## src/rtl/alu_bist_pkg.sv

```systemverilog
// alu_bist_pkg: shared definitions for the ALU built-in self-test engine.
//   - state_e      : controller states (IDLE, RUN, DRAIN, DONE)
//   - TAP_MASK     : feedback taps for x^16+x^14+x^13+x^11+1 (bits 15,13,12,10)
//   - DEFAULT_SEED : LFSR start value used when no seed is supplied
//   - parity16 / shift_step : feedback helpers shared by LFSR and MISR
package alu_bist_pkg;

  typedef enum logic [1:0] {
    IDLE  = 2'd0,
    RUN   = 2'd1,
    DRAIN = 2'd2,
    DONE  = 2'd3
  } state_e;

  localparam logic [15:0] TAP_MASK     = 16'hB400;
  localparam logic [15:0] DEFAULT_SEED = 16'h00A5;

  function automatic logic parity16(input logic [15:0] v);
    return ^v;
  endfunction

  // One Fibonacci shift: new LSB is the parity of the tapped bits.
  function automatic logic [15:0] shift_step(input logic [15:0] v, input logic [15:0] taps);
    return {v[14:0], parity16(v & taps)};
  endfunction

endpackage

```

## src/rtl/alu_bist_if.sv

```systemverilog
// alu_bist_if: control and ALU-facing signals of the BIST engine.
//   start/golden        : run request and expected signature
//   busy/done/pass      : run status
//   signature           : current MISR value
//   ui_drv/uio_drv      : stimulus bytes toward the ALU
//   uo_obs/uio_obs      : response bytes from the ALU
// The master side is the controller plus ALU; the slave side is the engine.
interface alu_bist_if;
  logic        start;
  logic [15:0] golden;
  logic [7:0]  ui_drv;
  logic [7:0]  uio_drv;
  logic [7:0]  uo_obs;
  logic [7:0]  uio_obs;
  logic        busy;
  logic        done;
  logic        pass;
  logic [15:0] signature;

  modport master (
    output start, golden, uo_obs, uio_obs,
    input  ui_drv, uio_drv, busy, done, pass, signature
  );

  modport slave (
    input  start, golden, uo_obs, uio_obs,
    output ui_drv, uio_drv, busy, done, pass, signature
  );
endinterface

```

## src/rtl/alu_bist_lfsr16.sv

```systemverilog
// lfsr16: 16-bit Fibonacci shift register with XOR-in, usable as an LFSR
// (data_in tied to zero) or as a MISR (data_in = compacted response).
//   clk, rst  : clock, synchronous active-high reset (loads INIT)
//   load      : load load_val (wins over enable)
//   load_val  : value to load
//   enable    : advance one step
//   data_in   : word XORed into the shifted value
//   q         : present value
//   q_next    : value that an enabled step would produce
module lfsr16
  import alu_bist_pkg::*;
#(
  parameter logic [15:0] TAPS = TAP_MASK,
  parameter logic [15:0] INIT = 16'h0000
) (
  input  logic        clk,
  input  logic        rst,
  input  logic        load,
  input  logic [15:0] load_val,
  input  logic        enable,
  input  logic [15:0] data_in,
  output logic [15:0] q,
  output logic [15:0] q_next
);

  logic [15:0] state_r;

  // Next value of the register if it steps this cycle.
  always_comb begin
    q_next = shift_step(state_r, TAPS) ^ data_in;
  end

  // Shift register state.
  always_ff @(posedge clk) begin
    if (rst) begin
      state_r <= INIT;
    end else if (load) begin
      state_r <= load_val;
    end else if (enable) begin
      state_r <= q_next;
    end else begin
      state_r <= state_r;
    end
  end

  assign q = state_r;

endmodule

```

## src/rtl/alu_bist.sv

```systemverilog
// alu_bist: BIST engine for the tt_um_ALU datapath. Issues PATTERNS LFSR
// vectors, compacts the responses LAT cycles later into a MISR and compares
// the final signature with the supplied golden value.
//   clk, rst : clock, synchronous active-high reset
//   bus      : alu_bist_if.slave (start, golden, drive/observe bytes, status)
module alu_bist
  import alu_bist_pkg::*;
#(
  parameter int          PATTERNS = 256,
  parameter int          LAT      = 1,
  parameter logic [15:0] SEED     = DEFAULT_SEED
) (
  input  logic      clk,
  input  logic      rst,
  alu_bist_if.slave bus
);

  localparam logic [15:0] LAST_IDX   = 16'(PATTERNS - 1);
  localparam logic [2:0]  DRAIN_LAST = 3'(LAT - 1);

  state_e      state_r, state_s;
  logic [15:0] cnt_r;
  logic [2:0]  drain_r;
  logic        busy_r, done_r, pass_r;
  logic [15:0] drive_r;
  logic        load_s, finish_s, issue_s, last_vec_s, capture_s;
  logic [15:0] lfsr_q_s, lfsr_nx_s, misr_q_s, misr_nx_s, misr_final_s;
  logic        unused_s;

  assign issue_s    = (state_r == RUN);
  assign last_vec_s = issue_s && (cnt_r == LAST_IDX);

  // Next-state and run control strobes.
  always_comb begin
    state_s  = state_r;
    load_s   = 1'b0;
    finish_s = 1'b0;
    case (state_r)
      IDLE, DONE: begin
        if (bus.start) begin
          state_s = RUN;
          load_s  = 1'b1;
        end else begin
          state_s = state_r;
        end
      end
      RUN: begin
        if (last_vec_s) begin
          if (LAT == 0) begin
            state_s  = DONE;
            finish_s = 1'b1;
          end else begin
            state_s = DRAIN;
          end
        end else begin
          state_s = RUN;
        end
      end
      DRAIN: begin
        if (drain_r == DRAIN_LAST) begin
          state_s  = DONE;
          finish_s = 1'b1;
        end else begin
          state_s = DRAIN;
        end
      end
      default: state_s = IDLE;
    endcase
  end

  // State register.
  always_ff @(posedge clk) begin
    if (rst) begin
      state_r <= IDLE;
    end else begin
      state_r <= state_s;
    end
  end

  // Response tags: a vector issued in cycle k is captured at the end of cycle k+LAT.
  if (LAT == 0) begin : g_tag_none
    assign capture_s = issue_s;
  end else if (LAT == 1) begin : g_tag_one
    logic tag_r;
    // Single-stage tag.
    always_ff @(posedge clk) begin
      if (rst || load_s) begin
        tag_r <= 1'b0;
      end else begin
        tag_r <= issue_s;
      end
    end
    assign capture_s = tag_r;
  end else begin : g_tag_multi
    logic [LAT-1:0] tag_r;
    // Tags enter at the top and emerge from bit 0 after LAT cycles.
    always_ff @(posedge clk) begin
      if (rst || load_s) begin
        tag_r <= '0;
      end else begin
        tag_r <= {issue_s, tag_r[LAT-1:1]};
      end
    end
    assign capture_s = tag_r[0];
  end

  // The MISR value that will be held after this edge decides pass.
  assign misr_final_s = capture_s ? misr_nx_s : misr_q_s;

  // Counters, status flags and registered stimulus.
  always_ff @(posedge clk) begin
    if (rst) begin
      cnt_r   <= 16'd0;
      drain_r <= 3'd0;
      busy_r  <= 1'b0;
      done_r  <= 1'b0;
      pass_r  <= 1'b0;
      drive_r <= 16'h0000;
    end else begin
      if (load_s) begin
        cnt_r <= 16'd0;
      end else if (issue_s) begin
        cnt_r <= cnt_r + 16'd1;
      end else begin
        cnt_r <= cnt_r;
      end

      if (state_r == DRAIN) begin
        drain_r <= drain_r + 3'd1;
      end else begin
        drain_r <= 3'd0;
      end

      busy_r <= (state_s == RUN) || (state_s == DRAIN);

      if (load_s) begin
        done_r <= 1'b0;
        pass_r <= 1'b0;
      end else if (finish_s) begin
        done_r <= 1'b1;
        pass_r <= (misr_final_s == bus.golden);
      end else begin
        done_r <= done_r;
        pass_r <= pass_r;
      end

      // Mirrors the LFSR value that will be current during the next RUN cycle.
      if (state_s == RUN) begin
        drive_r <= load_s ? SEED : lfsr_nx_s;
      end else begin
        drive_r <= 16'h0000;
      end
    end
  end

  lfsr16 #(.TAPS(TAP_MASK), .INIT(SEED)) u_lfsr (
    .clk      (clk),
    .rst      (rst),
    .load     (load_s),
    .load_val (SEED),
    .enable   (issue_s),
    .data_in  (16'h0000),
    .q        (lfsr_q_s),
    .q_next   (lfsr_nx_s)
  );

  lfsr16 #(.TAPS(TAP_MASK), .INIT(16'h0000)) u_misr (
    .clk      (clk),
    .rst      (rst),
    .load     (load_s),
    .load_val (16'h0000),
    .enable   (capture_s),
    .data_in  ({bus.uio_obs, bus.uo_obs}),
    .q        (misr_q_s),
    .q_next   (misr_nx_s)
  );

  // The present LFSR value is already carried by drive_r.
  assign unused_s = ^lfsr_q_s;

  assign bus.ui_drv    = drive_r[7:0];
  assign bus.uio_drv   = drive_r[15:8];
  assign bus.busy      = busy_r;
  assign bus.done      = done_r;
  assign bus.pass      = pass_r;
  assign bus.signature = misr_q_s;

endmodule

```

## src/flat_wrapper.sv

```systemverilog
// flat-port wrapper written by rule: the top's interface ports become plain ports
module alu_bist_flat import alu_bist_pkg::*;
#(
  parameter int          PATTERNS = 256,
  parameter int          LAT      = 1,
  parameter logic [15:0] SEED     = DEFAULT_SEED
)
  (clk, rst, bus_start, bus_golden, bus_uo_obs, bus_uio_obs, bus_ui_drv, bus_uio_drv, bus_busy, bus_done, bus_pass, bus_signature);
  alu_bist_if bus_i ();
  input  logic clk;
  input  logic rst;
  input wire logic [$bits(bus_i.start)-1:0] bus_start;
  input wire logic [$bits(bus_i.golden)-1:0] bus_golden;
  input wire logic [$bits(bus_i.uo_obs)-1:0] bus_uo_obs;
  input wire logic [$bits(bus_i.uio_obs)-1:0] bus_uio_obs;
  output wire logic [$bits(bus_i.ui_drv)-1:0] bus_ui_drv;
  output wire logic [$bits(bus_i.uio_drv)-1:0] bus_uio_drv;
  output wire logic [$bits(bus_i.busy)-1:0] bus_busy;
  output wire logic [$bits(bus_i.done)-1:0] bus_done;
  output wire logic [$bits(bus_i.pass)-1:0] bus_pass;
  output wire logic [$bits(bus_i.signature)-1:0] bus_signature;
  assign bus_i.start = bus_start;
  assign bus_i.golden = bus_golden;
  assign bus_i.uo_obs = bus_uo_obs;
  assign bus_i.uio_obs = bus_uio_obs;
  assign bus_ui_drv = bus_i.ui_drv;
  assign bus_uio_drv = bus_i.uio_drv;
  assign bus_busy = bus_i.busy;
  assign bus_done = bus_i.done;
  assign bus_pass = bus_i.pass;
  assign bus_signature = bus_i.signature;
  alu_bist #(.PATTERNS(PATTERNS), .LAT(LAT), .SEED(SEED)) u_core (.clk(clk), .rst(rst), .bus(bus_i));
endmodule
```

## config.mk

```make
export PLATFORM = sky130hd
export DESIGN_NAME = alu_bist_flat
export DESIGN_NICKNAME = d
export VERILOG_FILES = /design/src/rtl/alu_bist_pkg.sv /design/src/rtl/alu_bist_if.sv /design/src/rtl/alu_bist_lfsr16.sv /design/src/rtl/alu_bist.sv /design/src/flat_wrapper.sv
export SDC_FILE = /design/constraint.sdc
export NUM_CORES = 1
export LEC_CHECK = 0
export ABC_AREA = 1
export ABC_CLOCK_PERIOD_IN_PS = 3000
export CAP_MARGIN = 5
export CORE_MARGIN = 4
export CORE_UTILIZATION = 50
export DETAILED_ROUTE_END_ITERATION = 8
export GPL_TIMING_DRIVEN = 0
export PLACE_DENSITY = 0.83
export SLEW_MARGIN = 15
export SYNTH_ARGS = -nofsm -noshare
export SYNTH_HDL_FRONTEND = slang
export SYNTH_SLANG_ARGS = --single-unit
export TNS_END_PERCENT = 10
```

## constraint.sdc

```tcl
create_clock -name clk -period 3 [get_ports clk]
set_clock_uncertainty 0.2 [all_clocks]
set_input_delay 0.75 -clock clk [delete_from_list [all_inputs] [get_ports clk]]
set_output_delay 0.75 -clock clk [all_outputs]
set_load 0.005 [all_outputs]
```

Word level (Yosys, flattened, before mapping)
Cells that the tools add are included.
{"block": "word_totals", "in_bits": 35, "word_cells": 45, "out_inout_bits": 35, "register_bits": 73}
{"block": "classes", "add_sub_neg": 2, "n_eq_ne": 7, "muxes": 10, "n_reduce_logical": 12, "n_bitwise": 3}
{"cell": "parity 16 bit", "count": 2}
{"cell": "adder 16 x 1 -> 16 bit (second input constant)", "count": 1}
{"cell": "equality test 16 bit", "count": 1}
{"cell": "equality test 16 x 8 -> 1 bit (second input constant)", "count": 1}
{"cell": "two-way mux 16 bit", "count": 1}
{"cell": "XOR 16 bit", "count": 1}
{"cell": "two-way mux 8 bit", "count": 1}
{"cell": "OR reduction 2 bit", "count": 4}
{"cell": "equality test 2 bit (second input constant)", "count": 3}
{"cell": "case mux 2 bit (3 select lines)", "count": 1}
{"cell": "two-way mux 1 bit", "count": 5}
{"cell": "equality test 2 x 1 -> 1 bit (second input constant)", "count": 2}
{"cell": "two-way mux 2 bit", "count": 2}
{"cell": "adder 3 x 1 -> 3 bit (second input constant)", "count": 1}
{"cell": "logical NOT 3 bit", "count": 1}
{"cell": "OR reduction 3 bit", "count": 1}
{"cell": "logical NOT 2 bit", "count": 1}
{"cell": "logical OR 1 bit", "count": 2}
{"cell": "inverter 1 bit", "count": 2}
{"cell": "logical AND 1 bit", "count": 1}

Depth between registers and ports, before layout
{"block": "logic_depth", "depth_word": 7, "mapped_depth": 12, "ltp_nobuf": 12}

By module
From an unflattened synthesis, not the netlist that was laid out.
{"block": "unflattened", "cells_unflattened": 570, "area_unflattened_um2": 3885.0}
{"mod": "alu_bist", "cells_per_inst": 335, "instances": 1, "area_per_inst_um2": 2167.1, "seq_area_each_um2": 820.8}
{"mod": "lfsr16 at u_core.u_lfsr", "cells_per_inst": 118, "instances": 1, "area_per_inst_um2": 860.8, "seq_area_each_um2": 320.3}
{"mod": "lfsr16 at u_core.u_misr", "cells_per_inst": 117, "instances": 1, "area_per_inst_um2": 857.1, "seq_area_each_um2": 320.3}

Least setup slack after synthesis
OpenSTA, ideal clock, no wires.
{"block": "synth_path", "path_type": "register to register", "startpoint": "register u_core.cnt_r[0]", "endpoint": "register u_core.drive_r[10]", "n_path_buf": 1, "setup_slack_ns": 0.928, "setup_ns": 0.127, "arrival_ns": 1.746, "period_less_slack_ns": 2.072, "t_required_ns": 2.673, "path_stages_with_launch": 12, "cell_sequence": "dfxtp_1 -> ha_1 -> nand3_1 -> inv_1 -> nand2_2 -> nand3b_1 -> o21bai_1 -> a21oi_1 -> ha_1 -> nand2_1 -> clkbuf_1 -> nor2_1"}
{"block": "synth_between", "elab_chain_cells": 7}
{"item": "start, declared", "line": "alu_bist.sv:22", "source": "logic [15:0] cnt_r;"}
{"item": "start signal, assigned", "line": "alu_bist.sv:123", "source": "cnt_r <= cnt_r + 16'd1;"}
{"item": "start signal, assigned", "line": "alu_bist.sv:125", "source": "cnt_r <= cnt_r;"}
{"item": "equality test 16 x 8 -> 1 bit", "line": "alu_bist.sv:31", "source": "assign last_vec_s = issue_s && (cnt_r == LAST_IDX);"}
{"item": "logical AND 1 bit", "line": "alu_bist.sv:31"}
{"item": "two-way mux 2 bit", "line": "alu_bist.sv:48", "source": "if (last_vec_s) begin"}
{"item": "case mux 2 bit (3 select lines)", "line": "alu_bist.sv:38", "source": "case (state_r)"}
{"item": "equality test 2 x 1 -> 1 bit", "line": "alu_bist.sv:148", "source": "if (state_s == RUN) begin"}
{"item": "inverter 1 bit (no source line)"}
{"item": "OR reduction 3 bit (no source line)"}
{"item": "end signal, assigned", "line": "alu_bist.sv:149", "source": "drive_r <= load_s ? SEED : lfsr_nx_s;"}
{"item": "end, declared", "line": "alu_bist.sv:25", "source": "logic [15:0] drive_r;"}
Every way passes these cells.
A chain may end at the register's enable or synchronous reset.

Final worst setup path
{"block": "layout_path", "startpoint": "register u_core.cnt_r[0]", "endpoint": "register u_core.drive_r[3]"}
The elaborated chain is that of the path after synthesis.

==> flow_summary.json <==
{
  "worstPathMaxFanout": 10,
  "antenna_found_initial": 0,
  "finalCritPeriodShare_pct": 84.0,
  "worstPathArrival_ns": 2.54,
  "maxCapViolCount": 0,
  "path_clk_slew_ns": 0.08,
  "hold_class": "reg -> reg",
  "synth_top_area_cell": "dfxtp_1",
  "fp.dieH_um": 90.4,
  "drtAntennaViolNets": 0,
  "p_total_uw": 2150,
  "layout.nets": 628,
  "startpoint_type": "flop",
  "path_cells": "ha_1 -> nand3_1 -> inv_1 -> nand2_2 -> nand3b_1 -> o21bai_1 -> a21oi_1 -> ha_1 -> nand2_1 -> clkbuf_1 -> nor2_1",
  "yosysUniqueCellTypes": 35,
  "ys_seq_area_share_pct": 43.1,
  "post-route-min-period_ns": 2.52,
  "setup_viol": 0,
  "synth.area.top_cells": "dfxtp_1 (43%), nand2_1 (20%), inv_1 (7.9%)",
  "max_slew_margin_pct": 63.7,
  "wl_per_cell_um": 12.8,
  "drt-total-wl_um": 8560,
  "synth_commonest_cells": "nand2_1 (177), dfxtp_1 (73), inv_1 (71), nor2_1 (66), a21oi_1 (28)",
  "postCtsHoldBufs": 0,
  "place_area_mm2": 0.00418,
  "clkSinkCount": 73,
  "drt_iter0_drc": 197,
  "endpoint_kind": "flop",
  "ys_ff_latch": 73,
  "cts_root_buf": "clkbuf_8",
  "cpMostUsedCell": "ha_1",
  "cts_setup_buffers": 0,
  "rsz0062_at_grt": "no",
  "first_pass_iters": 4,
  "synth_top_area_share_pct": 43.1,
  "grt_max_degree": 15,
  "ir_drop_uv": 551,
  "cts.path.max_buffers": 2,
  "grt_pass1_vias": 3323,
  "hold_viol_final": 0,
  "finalInstanceArea_mm2": 0.00438,
  "track_usage_pct": 21.8,
  "die-width_um": 90.4,
  "fin_util_pct": 67.8,
  "tightest_slew_ns": 0.544,
  "ys_warn_count": 0,
  "grt_overflow": 0,
  "htreeDepth": 3,
  "cts_buffers": 9,
  "ctsResizeCount": 0,
  "vias": 3353,
  "io_buffer_count": 69,
  "power.leakage_uw": 0.00193,
  "antenna_cells": 0,
  "die_area_mm2": 0.00817,
  "area_growth_pct": 29.1,
  "report.final.slew_viol_count": 0,
  "row_count": 29,
  "routabilityCongestion": 0.871,
  "power.density_mw_per_mm2": 491,
  "slowest_delay_ns": 0.40,
  "drive_gt1_share_pct": 5.24,
  "synthArstFlopShare_pct": 0,
  "drc": 0,
  "initial_core_util_pct": 52.5,
  "cts_tree": "done",
  "avgSynthCellArea_um2": 6.69,
  "required_ns": 3.02,
  "synth_flop_cell": "dfxtp_1",
  "clkLatencyLatePin_ns": 0.35,
  "io_pins": 70,
  "fin_setup_tns_ns": 0,
  "holdWs_ns": 0.240,
  "fmax_mhz": 397,
  "outcome": "completed",
  "synth_edf_count": 0,
  "crit_type": "reg -> reg",
  "cp_slowest_cell": "dfxtp_1",
  "syn-cell-area_mm2": 0.00339,
  "viasPerCell": 5.01,
  "dp_hpwl_um": 6360,
  "yosysMostFrequentCell": "nand2_1",
  "core_region_area_mm2": 0.00646,
  "synth_fp_nets": 548,
  "grt_pass1_wl_um": 14700,
  "synthCells": 507
}
==> layout by cell type (no fill, tap or decap), types with 6 or more instances in the layout <==
cell type and count:
nand2_1 177, dfxtp_1 73, inv_1 71, clkdlybuf4s50_1 69, nor2_1 66, a21oi_1 28, nand3_1 16, nand3b_1 10
clkbuf_8 9, nor3_1 8, clkbuf_1 7, o21ai_0 6, ha_1 6
==> power breakdown <==
part | switching (uW) | internal [uW]
logic | 187 | 152
registers | 23.1 | 1010
clock network | 390 | 391
==> registers in the layout (all words and copies together), names as in the netlist <==
| name | count |
|---|---|
| u_core.cnt_r | 16 |
| u_core.drive_r | 16 |
| u_core.u_lfsr.q | 16 |
| u_core.u_misr.q | 16 |
| u_core.drain_r | 3 |
| u_core.state_r | 2 |
| u_core.bus.busy | 1 |
| u_core.bus.done | 1 |
| u_core.bus.pass | 1 |
| u_core.capture_s | 1 |
==> cells by family (layout without fill, tap and decap cells) <==
group / count (synthesis) / in the layout / share of synthesized area (%)
AO/OA/AOI/OAI: 44 / 44 / 7.12
XOR/XNOR: 5 / 5 / 1.29
adder cells (fa/ha/maj): 6 / 6 / 2.21
buffers and inverters: 85 / 170 / 9.85
flip-flops: 73 / 73 / 43.1
AND/OR/NAND/NOR: 294 / 294 / 36.4
==> critical path, delay by kind of cell (launching register included) <==
kind            cells  cell delay (ns)
simple gates        5             0.58
buf+inv             2             0.46
compound gates      2             0.29
fa+ha+maj           2             0.46
flops               1             0.40
==> layer usage <==
layer	vias to the layer above	track usage [%]	routed length (um)
met5	-	0	0
met4	0	8.29	141
met3	13	3.92	415
met2	93	40.0	4280
met1	1528	25.0	3720
li1	1719	-	-
==> through the flow <==
| stage | std cells | setup WS, ns |
|---|---|---|
| floorplan | 507 | 0.928 |
| global placement | 653 | 0.372 |
| detailed placement | 653 | 0.327 |
| CTS | 669 | 0.479 |
| global route | 669 | 0.233 |
| finish | 669 | 0.481 |
==> area by class of cell <==
cell class | count | area (um^2)
fillers | 545 | 2080
multi-input cells | 349 | 1600
flip-flops and latches | 73 | 1460
repair buffers | 69 | 691
inverters | 72 | 270
clock buffers | 9 | 124
well taps | 77 | 96.3
clock inverters | 7 | 77.6
plain buffers | 13 | 63.8
==> worst paths after layout <==
kind                       end  cells past startpoint  slack (ns)                from
min reg2reg  u_core.drive_r[4]                      2        0.24  u_core.u_lfsr.q[3]
min          u_core.drive_r[4]                      2        0.24  u_core.u_lfsr.q[3]
max          u_core.drive_r[3]                     11        0.48     u_core.cnt_r[0]
max reg2reg  u_core.drive_r[3]                     11        0.48     u_core.cnt_r[0]
Note: power is estimated with default switching activity, not from simulation.
